--- src/rtl/id_stage_pipe.sv ---
// Decode stage: instruction decode, immediate generation, register file and ID/EX register,
// with load-use stall, branch/jump flush and optional write-back bypass.
package id_stage_pipe_pkg;
    typedef enum logic [2:0] {
        ALUOP_ADD    = 3'd0,
        ALUOP_SUB    = 3'd1,
        ALUOP_FUNCT3 = 3'd2,
        ALUOP_FUNCT7 = 3'd3,
        ALUOP_PASS_B = 3'd4
    } alu_op_e;

    typedef enum logic [1:0] {
        WB_ALU = 2'd0,
        WB_MEM = 2'd1,
        WB_PC4 = 2'd2
    } wb_sel_e;

    typedef struct packed {
        logic    valid;
        logic    src_a;
        logic    src_b;
        logic    branch;
        logic    jump;
        logic    mem_write;
        logic    mem_read;
        logic    reg_write;
        logic    illegal;
        alu_op_e alu_op;
        wb_sel_e wb_sel;
    } ex_ctrl_t;

    localparam ex_ctrl_t CTRL_BUBBLE = '{1'b0, 1'b0, 1'b0, 1'b0, 1'b0, 1'b0, 1'b0, 1'b0, 1'b0,
                                         ALUOP_ADD, WB_ALU};
endpackage

module id_stage_pipe
    import id_stage_pipe_pkg::*;
#(
    parameter int unsigned DATA_WIDTH     = 32,
    parameter int unsigned REG_ADDR_WIDTH = 5,
    parameter int unsigned NUM_REGS       = 32,
    parameter int unsigned WB_BYPASS      = 1
) (
    input  logic                      clk,
    input  logic                      rst_n,
    input  logic                      if_valid_i,
    input  logic [31:0]               instruction_i,
    input  logic [DATA_WIDTH-1:0]     pc_i,
    output logic                      id_ready_o,
    input  logic                      flush_i,
    input  logic                      WB_RegWrite_i,
    input  logic [REG_ADDR_WIDTH-1:0] wr_addr_i,
    input  logic [DATA_WIDTH-1:0]     wr_data_i,
    output logic                      ex_valid_o,
    output logic [DATA_WIDTH-1:0]     ex_pc_o,
    output logic [DATA_WIDTH-1:0]     ex_immediate_o,
    output logic [DATA_WIDTH-1:0]     ex_rd_data1_o,
    output logic [DATA_WIDTH-1:0]     ex_rd_data2_o,
    output logic [REG_ADDR_WIDTH-1:0] ex_rs1_addr_o,
    output logic [REG_ADDR_WIDTH-1:0] ex_rs2_addr_o,
    output logic [REG_ADDR_WIDTH-1:0] ex_rd_addr_o,
    output logic [2:0]                ex_funct3_o,
    output logic                      ex_funct7b5_o,
    output logic                      ex_ALUSrcA_o,
    output logic                      ex_ALUSrcB_o,
    output logic                      ex_Branch_o,
    output logic                      ex_Jump_o,
    output logic                      ex_MemWrite_o,
    output logic                      ex_MemRead_o,
    output logic                      ex_RegWrite_o,
    output logic                      ex_illegal_o,
    output alu_op_e                   ex_ALUOp_o,
    output wb_sel_e                   ex_WBSel_o
);

    localparam logic [6:0] OP_NONE   = 7'b0000000;
    localparam logic [6:0] OP_R      = 7'b0110011;
    localparam logic [6:0] OP_IMM    = 7'b0010011;
    localparam logic [6:0] OP_LOAD   = 7'b0000011;
    localparam logic [6:0] OP_STORE  = 7'b0100011;
    localparam logic [6:0] OP_BRANCH = 7'b1100011;
    localparam logic [6:0] OP_LUI    = 7'b0110111;
    localparam logic [6:0] OP_AUIPC  = 7'b0010111;
    localparam logic [6:0] OP_JAL    = 7'b1101111;
    localparam logic [6:0] OP_JALR   = 7'b1100111;

    logic [6:0]                opcode;
    logic [REG_ADDR_WIDTH-1:0] rs1_c, rs2_c, rd_c;
    logic [31:0]               imm_i, imm_s, imm_b, imm_u, imm_j;

    assign opcode = instruction_i[6:0];
    assign rd_c   = REG_ADDR_WIDTH'(instruction_i[11:7]);
    assign rs1_c  = REG_ADDR_WIDTH'(instruction_i[19:15]);
    assign rs2_c  = REG_ADDR_WIDTH'(instruction_i[24:20]);

    assign imm_i = {{20{instruction_i[31]}}, instruction_i[31:20]};
    assign imm_s = {{20{instruction_i[31]}}, instruction_i[31:25], instruction_i[11:7]};
    assign imm_b = {{19{instruction_i[31]}}, instruction_i[31], instruction_i[7],
                    instruction_i[30:25], instruction_i[11:8], 1'b0};
    assign imm_u = {instruction_i[31:12], 12'b0};
    assign imm_j = {{11{instruction_i[31]}}, instruction_i[31], instruction_i[19:12],
                    instruction_i[20], instruction_i[30:21], 1'b0};

    // Opcode decode: controls, immediate select and which source registers are live
    ex_ctrl_t    dec_ctrl;
    logic        use_rs1, use_rs2;
    logic [31:0] imm32;

    always_comb begin
        dec_ctrl = CTRL_BUBBLE;
        use_rs1  = 1'b0;
        use_rs2  = 1'b0;
        imm32    = '0;
        case (opcode)
            OP_R: begin
                dec_ctrl.valid     = 1'b1;
                dec_ctrl.alu_op    = ALUOP_FUNCT7;
                dec_ctrl.reg_write = 1'b1;
                use_rs1            = 1'b1;
                use_rs2            = 1'b1;
            end
            OP_IMM: begin
                dec_ctrl.valid     = 1'b1;
                dec_ctrl.alu_op    = ALUOP_FUNCT3;
                dec_ctrl.src_b     = 1'b1;
                dec_ctrl.reg_write = 1'b1;
                use_rs1            = 1'b1;
                imm32              = imm_i;
            end
            OP_LOAD: begin
                dec_ctrl.valid     = 1'b1;
                dec_ctrl.src_b     = 1'b1;
                dec_ctrl.mem_read  = 1'b1;
                dec_ctrl.reg_write = 1'b1;
                dec_ctrl.wb_sel    = WB_MEM;
                use_rs1            = 1'b1;
                imm32              = imm_i;
            end
            OP_STORE: begin
                dec_ctrl.valid     = 1'b1;
                dec_ctrl.src_b     = 1'b1;
                dec_ctrl.mem_write = 1'b1;
                use_rs1            = 1'b1;
                use_rs2            = 1'b1;
                imm32              = imm_s;
            end
            OP_BRANCH: begin
                dec_ctrl.valid     = 1'b1;
                dec_ctrl.alu_op    = ALUOP_SUB;
                dec_ctrl.branch    = 1'b1;
                use_rs1            = 1'b1;
                use_rs2            = 1'b1;
                imm32              = imm_b;
            end
            OP_LUI: begin
                dec_ctrl.valid     = 1'b1;
                dec_ctrl.src_a     = 1'b1;
                dec_ctrl.src_b     = 1'b1;
                dec_ctrl.alu_op    = ALUOP_PASS_B;
                dec_ctrl.reg_write = 1'b1;
                imm32              = imm_u;
            end
            OP_AUIPC: begin
                dec_ctrl.valid     = 1'b1;
                dec_ctrl.src_a     = 1'b1;
                dec_ctrl.src_b     = 1'b1;
                dec_ctrl.reg_write = 1'b1;
                imm32              = imm_u;
            end
            OP_JAL: begin
                dec_ctrl.valid     = 1'b1;
                dec_ctrl.jump      = 1'b1;
                dec_ctrl.src_a     = 1'b1;
                dec_ctrl.src_b     = 1'b1;
                dec_ctrl.reg_write = 1'b1;
                dec_ctrl.wb_sel    = WB_PC4;
                imm32              = imm_j;
            end
            OP_JALR: begin
                dec_ctrl.valid     = 1'b1;
                dec_ctrl.jump      = 1'b1;
                dec_ctrl.src_b     = 1'b1;
                dec_ctrl.reg_write = 1'b1;
                dec_ctrl.wb_sel    = WB_PC4;
                use_rs1            = 1'b1;
                imm32              = imm_i;
            end
            OP_NONE: begin
                dec_ctrl = CTRL_BUBBLE;
            end
            default: begin
                dec_ctrl.valid   = 1'b1;
                dec_ctrl.illegal = 1'b1;
            end
        endcase
    end

    // Register file; x0 is never written so it reads as zero
    logic [DATA_WIDTH-1:0] rf_q [NUM_REGS];

    always_ff @(posedge clk) begin
        if (!rst_n) begin
            for (int i = 0; i < int'(NUM_REGS); i++) begin
                rf_q[i] <= '0;
            end
        end else if (WB_RegWrite_i && wr_addr_i != '0 && 32'(wr_addr_i) < NUM_REGS) begin
            rf_q[wr_addr_i] <= wr_data_i;
        end
    end

    logic [DATA_WIDTH-1:0] rd_data1_c, rd_data2_c;

    always_comb begin
        rd_data1_c = '0;
        rd_data2_c = '0;
        if (rs1_c != '0 && 32'(rs1_c) < NUM_REGS) begin
            rd_data1_c = rf_q[rs1_c];
        end
        if (rs2_c != '0 && 32'(rs2_c) < NUM_REGS) begin
            rd_data2_c = rf_q[rs2_c];
        end
        if (WB_BYPASS != 0 && WB_RegWrite_i && rs1_c != '0 && wr_addr_i == rs1_c) begin
            rd_data1_c = wr_data_i;
        end
        if (WB_BYPASS != 0 && WB_RegWrite_i && rs2_c != '0 && wr_addr_i == rs2_c) begin
            rd_data2_c = wr_data_i;
        end
    end

    // Load-use hazard against the instruction currently in EX
    ex_ctrl_t ex_ctrl_q;
    logic     stall_c;
    logic     issue_c;

    assign stall_c = if_valid_i && ex_ctrl_q.valid && ex_ctrl_q.mem_read && ex_rd_addr_o != '0
                     && ((use_rs1 && rs1_c == ex_rd_addr_o) || (use_rs2 && rs2_c == ex_rd_addr_o));
    assign id_ready_o = !stall_c || flush_i;
    assign issue_c    = !flush_i && if_valid_i && !stall_c && dec_ctrl.valid;

    ex_ctrl_t                  ctrl_nxt;
    logic [DATA_WIDTH-1:0]     pc_nxt, imm_nxt, rd_data1_nxt, rd_data2_nxt;
    logic [REG_ADDR_WIDTH-1:0] rs1_nxt, rs2_nxt, rd_nxt;
    logic [2:0]                funct3_nxt;
    logic                      funct7b5_nxt;

    always_comb begin
        ctrl_nxt     = CTRL_BUBBLE;
        pc_nxt       = '0;
        imm_nxt      = '0;
        rd_data1_nxt = '0;
        rd_data2_nxt = '0;
        rs1_nxt      = '0;
        rs2_nxt      = '0;
        rd_nxt       = '0;
        funct3_nxt   = '0;
        funct7b5_nxt = 1'b0;
        if (issue_c) begin
            ctrl_nxt     = dec_ctrl;
            pc_nxt       = pc_i;
            imm_nxt      = DATA_WIDTH'($signed(imm32));
            rd_data1_nxt = rd_data1_c;
            rd_data2_nxt = rd_data2_c;
            rs1_nxt      = rs1_c;
            rs2_nxt      = rs2_c;
            rd_nxt       = rd_c;
            funct3_nxt   = instruction_i[14:12];
            funct7b5_nxt = instruction_i[30];
        end
    end

    // ID/EX pipeline register
    always_ff @(posedge clk) begin
        if (!rst_n) begin
            ex_ctrl_q      <= CTRL_BUBBLE;
            ex_pc_o        <= '0;
            ex_immediate_o <= '0;
            ex_rd_data1_o  <= '0;
            ex_rd_data2_o  <= '0;
            ex_rs1_addr_o  <= '0;
            ex_rs2_addr_o  <= '0;
            ex_rd_addr_o   <= '0;
            ex_funct3_o    <= '0;
            ex_funct7b5_o  <= 1'b0;
        end else begin
            ex_ctrl_q      <= ctrl_nxt;
            ex_pc_o        <= pc_nxt;
            ex_immediate_o <= imm_nxt;
            ex_rd_data1_o  <= rd_data1_nxt;
            ex_rd_data2_o  <= rd_data2_nxt;
            ex_rs1_addr_o  <= rs1_nxt;
            ex_rs2_addr_o  <= rs2_nxt;
            ex_rd_addr_o   <= rd_nxt;
            ex_funct3_o    <= funct3_nxt;
            ex_funct7b5_o  <= funct7b5_nxt;
        end
    end

    assign ex_valid_o    = ex_ctrl_q.valid;
    assign ex_ALUSrcA_o  = ex_ctrl_q.src_a;
    assign ex_ALUSrcB_o  = ex_ctrl_q.src_b;
    assign ex_Branch_o   = ex_ctrl_q.branch;
    assign ex_Jump_o     = ex_ctrl_q.jump;
    assign ex_MemWrite_o = ex_ctrl_q.mem_write;
    assign ex_MemRead_o  = ex_ctrl_q.mem_read;
    assign ex_RegWrite_o = ex_ctrl_q.reg_write;
    assign ex_illegal_o  = ex_ctrl_q.illegal;
    assign ex_ALUOp_o    = ex_ctrl_q.alu_op;
    assign ex_WBSel_o    = ex_ctrl_q.wb_sel;

endmodule

--- config.mk ---
export PLATFORM = sky130hd
export DESIGN_NAME = id_stage_pipe
export DESIGN_NICKNAME = d
export VERILOG_FILES = /design/src/rtl/id_stage_pipe.sv
export SDC_FILE = /design/constraint.sdc
export NUM_CORES = 2
export LEC_CHECK = 0
export CAP_MARGIN = 20
export CORE_MARGIN = 5
export CORE_UTILIZATION = 50
export DETAILED_ROUTE_END_ITERATION = 10
export PLACE_DENSITY = 0.75
export SETUP_SLACK_MARGIN = 0.1
export SLEW_MARGIN = 20
export SYNTH_ARGS = -nofsm -noshare
export SYNTH_HDL_FRONTEND = slang
export SYNTH_SLANG_ARGS = --single-unit
--- constraint.sdc ---
create_clock -name clk -period 13.39 [get_ports clk]
set_clock_uncertainty 0.15 [all_clocks]
set_input_delay 3.3475 -clock clk [delete_from_list [all_inputs] [get_ports clk]]
set_output_delay 3.3475 -clock clk [all_outputs]
set_load 0.005 [all_outputs]
==> impl_metrics.py <==
metrics = {
    "outcome": {
        "outcome": "finished, final reports clean",
    },
    "drt": {
        "wl_mm": 197.0,
        "wl_per_cell_um": 35.68,
        "postRouteAntennaNets": 0,
        "drc_errors": 0,
        "route.vias.total": 37900,
        "viasPerCell": 6.862,
        "drt-pass1-iter-count": 8,
        "drt_iter0_drc": 6390,
    },
    "finish": {
        "drive_gt1_frac": 0.2561,
        "nFillCells": 8785,
        "layout_commonest_cell": "and2_1",
        "final_nets": 3975,
        "mostFrequentLayoutCells": "1,045 x and2_1, 1,024 x edfxtp_1, 599 x mux4_2",
        "syn2layout_area_growth_pct": 14.88,
    },
    "timing": {
        "tns_ns": 0,
        "slew_viol_final": 0,
        "hold_viol_final": 0,
        "worst_slack_ns": 4.332,
        "fmax_mhz": 110.4,
        "slew_headroom": 0.2534,
        "period_minus_slack_ns": 9.058,
        "period_share": 0.6765,
        "finalSetupViolations": 0,
        "rsz0062_at_grt": "no",
        "worst_pin_slew_ns": 1.116,
    },
    "place": {
        "post-dp-hpwl_mm": 116.5,
        "place.gp.congestion": 0.8848,
        "portBuffers": 267,
        "dpl_worst_slack_ns": 4.365,
    },
    "setup_path": {
        "cp_slowest_cell": "clkdlybuf4s50_1",
        "crit_top_cell": "clkdlybuf4s50_1",
        "reg2reg_from": "ex_rd_addr_o[0]",
        "cp-end-kind": "output port",
        "r2r_slack_ns": 9.65,
        "crit_required_ns": 9.89,
        "slowest_delay_ns": 0.67,
        "crit_type": "in2out",
        "worstReg2RegEnd": "ex_rd_data1_o[22]",
        "r2r_cells": 10,
        "worstPathArrival_ns": 5.56,
        "worstPathMaxFanout": 14,
        "crit_chain": "clkdlybuf4s50_1, a21boi_0, nand4_1, o22ai_1, nand2_1, or2_2, clkdlybuf4s50_1",
        "startpoint_type": "input port",
    },
    "worst_hold_path": {
        "hold_end": "ex_rd_data2_o[1]",
        "worstHoldPathCells": 4,
        "hp-start": "rf_q[5][1]",
        "hp-class": "reg2reg",
    },
    "power_and_ir_drop": {
        "p_per_area_nw_per_um2": 128.4,
        "p_leak_nw": 22.82,
        "ir_drop_v": 0.0001315,
        "power.total_mw": 8.691,
    },
    "global_route": {
        "track_usage": 0.3114,
        "gr-total-overflow": 0,
        "grt_pass1_vias": 37590,
        "antenna_found_initial": 17,
        "grt_max_degree": 115,
        "grt_first_pass_wirelength_mm": 276.7,
    },
    "die": {
        "io_pins": 268,
        "dieArea_um2": 124800,
        "placementRows": 126,
        "die_w_um": 353.3,
        "initial_core_util": 0.5011,
        "die_y_um": 353.3,
        "design.core.area_um2": 117600,
    },
    "clock_network": {
        "clk_pin_slew_ns": 0.06,
        "clock_path_buffers": 3,
        "clk_latency_ns": 0.74,
        "htree_levels": 3,
        "cts_tree": "yes",
        "root_buffer": "clkbuf_16",
        "cts_resized": 0,
        "cts.sinks": 1185,
        "hold_buffers": 0,
        "post_cts_buffers": 0,
        "cts_buffers": 121,
    },
    "yosys": {
        "ys_async_sr_fraction": 0,
        "netlist_instances": 3739,
        "synth_top_flop_cell": "edfxtp_1",
        "yosysSeqAreaShare": 0.5765,
        "synth.cell_area_um2": 58930,
        "syn_avg_cell_area_um2": 15.76,
        "ys_ff_latch": 1185,
        "synth_cell_type_count": 48,
        "yosys_warnings": 0,
        "synth-edff-count": 1024,
    },
    "run": {
        "max_cap_violations": 0,
    },
}
[cell families (layout without fill, tap and decap cells)]
family,count (synthesis),in the layout,share of synthesized area
buffers and inverters,408,613,0.02747
muxes,641,641,0.2367
and+or+nand+nor,1204,1204,0.1239
DFF,1185,1185,0.5765
AOI/OAI and AO/OA,279,279,0.03223
xor gates and xnor gates,21,21,0.003121
other,1,44,0.00006363
[state kept, by name, indices dropped and copies added, names as in the netlist, 2 cells and up]
register        cells
ex_ALUOp_o          3
ex_pc_o            32
ex_WBSel_o          2
ex_rd_addr_o        5
ex_rs1_addr_o       5
ex_rd_data1_o      32
ex_immediate_o     32
ex_funct3_o         3
rf_q             1024
ex_rs2_addr_o       5
ex_rd_data2_o      32
[synthesized netlist by cell type, types with 12 or more instances]
cell	count	area, um^2
and2_1	1048	6556
edfxtp_1	1024	30750
mux4_2	599	13490
clkbuf_1	311	1167
dfxtp_1	161	3223
a22oi_1	107	803.3
a21oi_1	56	280.3
nor2_1	56	210.2
buf_2	55	275.3
nand2_1	39	146.4
o21ai_0	35	175.2
buf_1	34	127.6
a21o_1	33	247.7
mux2_2	32	360.4
a22o_1	29	254.0
and3_1	12	75.07
xnor2_1	12	105.1
[through the flow]
stage                       util  cells  instance area [um^2]  hold slack [ns]
after floorplan                -   3770                 59050           0.5980
after global placement    0.5400   5276                 63510           0.7401
after detailed placement  0.5411   5281                 63640           0.7544
after CTS                 0.5752   5510                 67650           0.7728
after global routing      0.5754   5512                 67670           0.7974
final                     0.5756   5523                 67700           0.7763
[worst max-delay path, delay by kind of cell]
family	cells	cell delay, ns
buffers and inverters	2	1.13
AND/OR/NAND/NOR	3	0.55
AO/OA/AOI/OAI	2	0.52
[power breakdown]
part	switching [mW]	leakage [nW]	internal (mW)
clock network	1.46	1.97	1.98
registers	0.0985	11.1	4.20
logic	0.514	9.80	0.443
[area by class of cell]
class                      count  area (um^2)  share of cell area
sequential                  1185        33970              0.5018
inverter                       5        18.77           0.0002772
antenna                       12        30.03           0.0004436
timing repair buffer         379         3645             0.05384
clock inverter                47        461.7            0.006820
clock buffer                 182         3552             0.05247
tap                         1536         1922             0.02839
multi-input combinational   2177        24100              0.3560
[how the worst max path moves through the flow]
stage / startpoint / end / slack, ns
after CTS: instruction_i[5] / id_ready_o / 4.36
after global placement: instruction_i[6] / id_ready_o / 4.33
final: instruction_i[6] / id_ready_o / 4.33
after floorplan: instruction_i[2] / id_ready_o / 5.47
after detailed placement: instruction_i[5] / id_ready_o / 4.37
after global routing: instruction_i[6] / id_ready_o / 4.17
[per-layer routing]
metal | part of all wire | wire length [um] | up-vias | track usage
met1 | 0.33 | 64490 | 19150 | 0.4049
met2 | 0.46 | 90700 | 3426 | 0.4800
met3 | 0.15 | 29020 | 687 | 0.08718
met5 | 0.00064 | 126 | - | 0.005385
met4 | 0.064 | 12710 | 6 | 0.1668
li1 | - | - | 14630 | -
No activity file was read; power rests on OpenSTA's default activity.
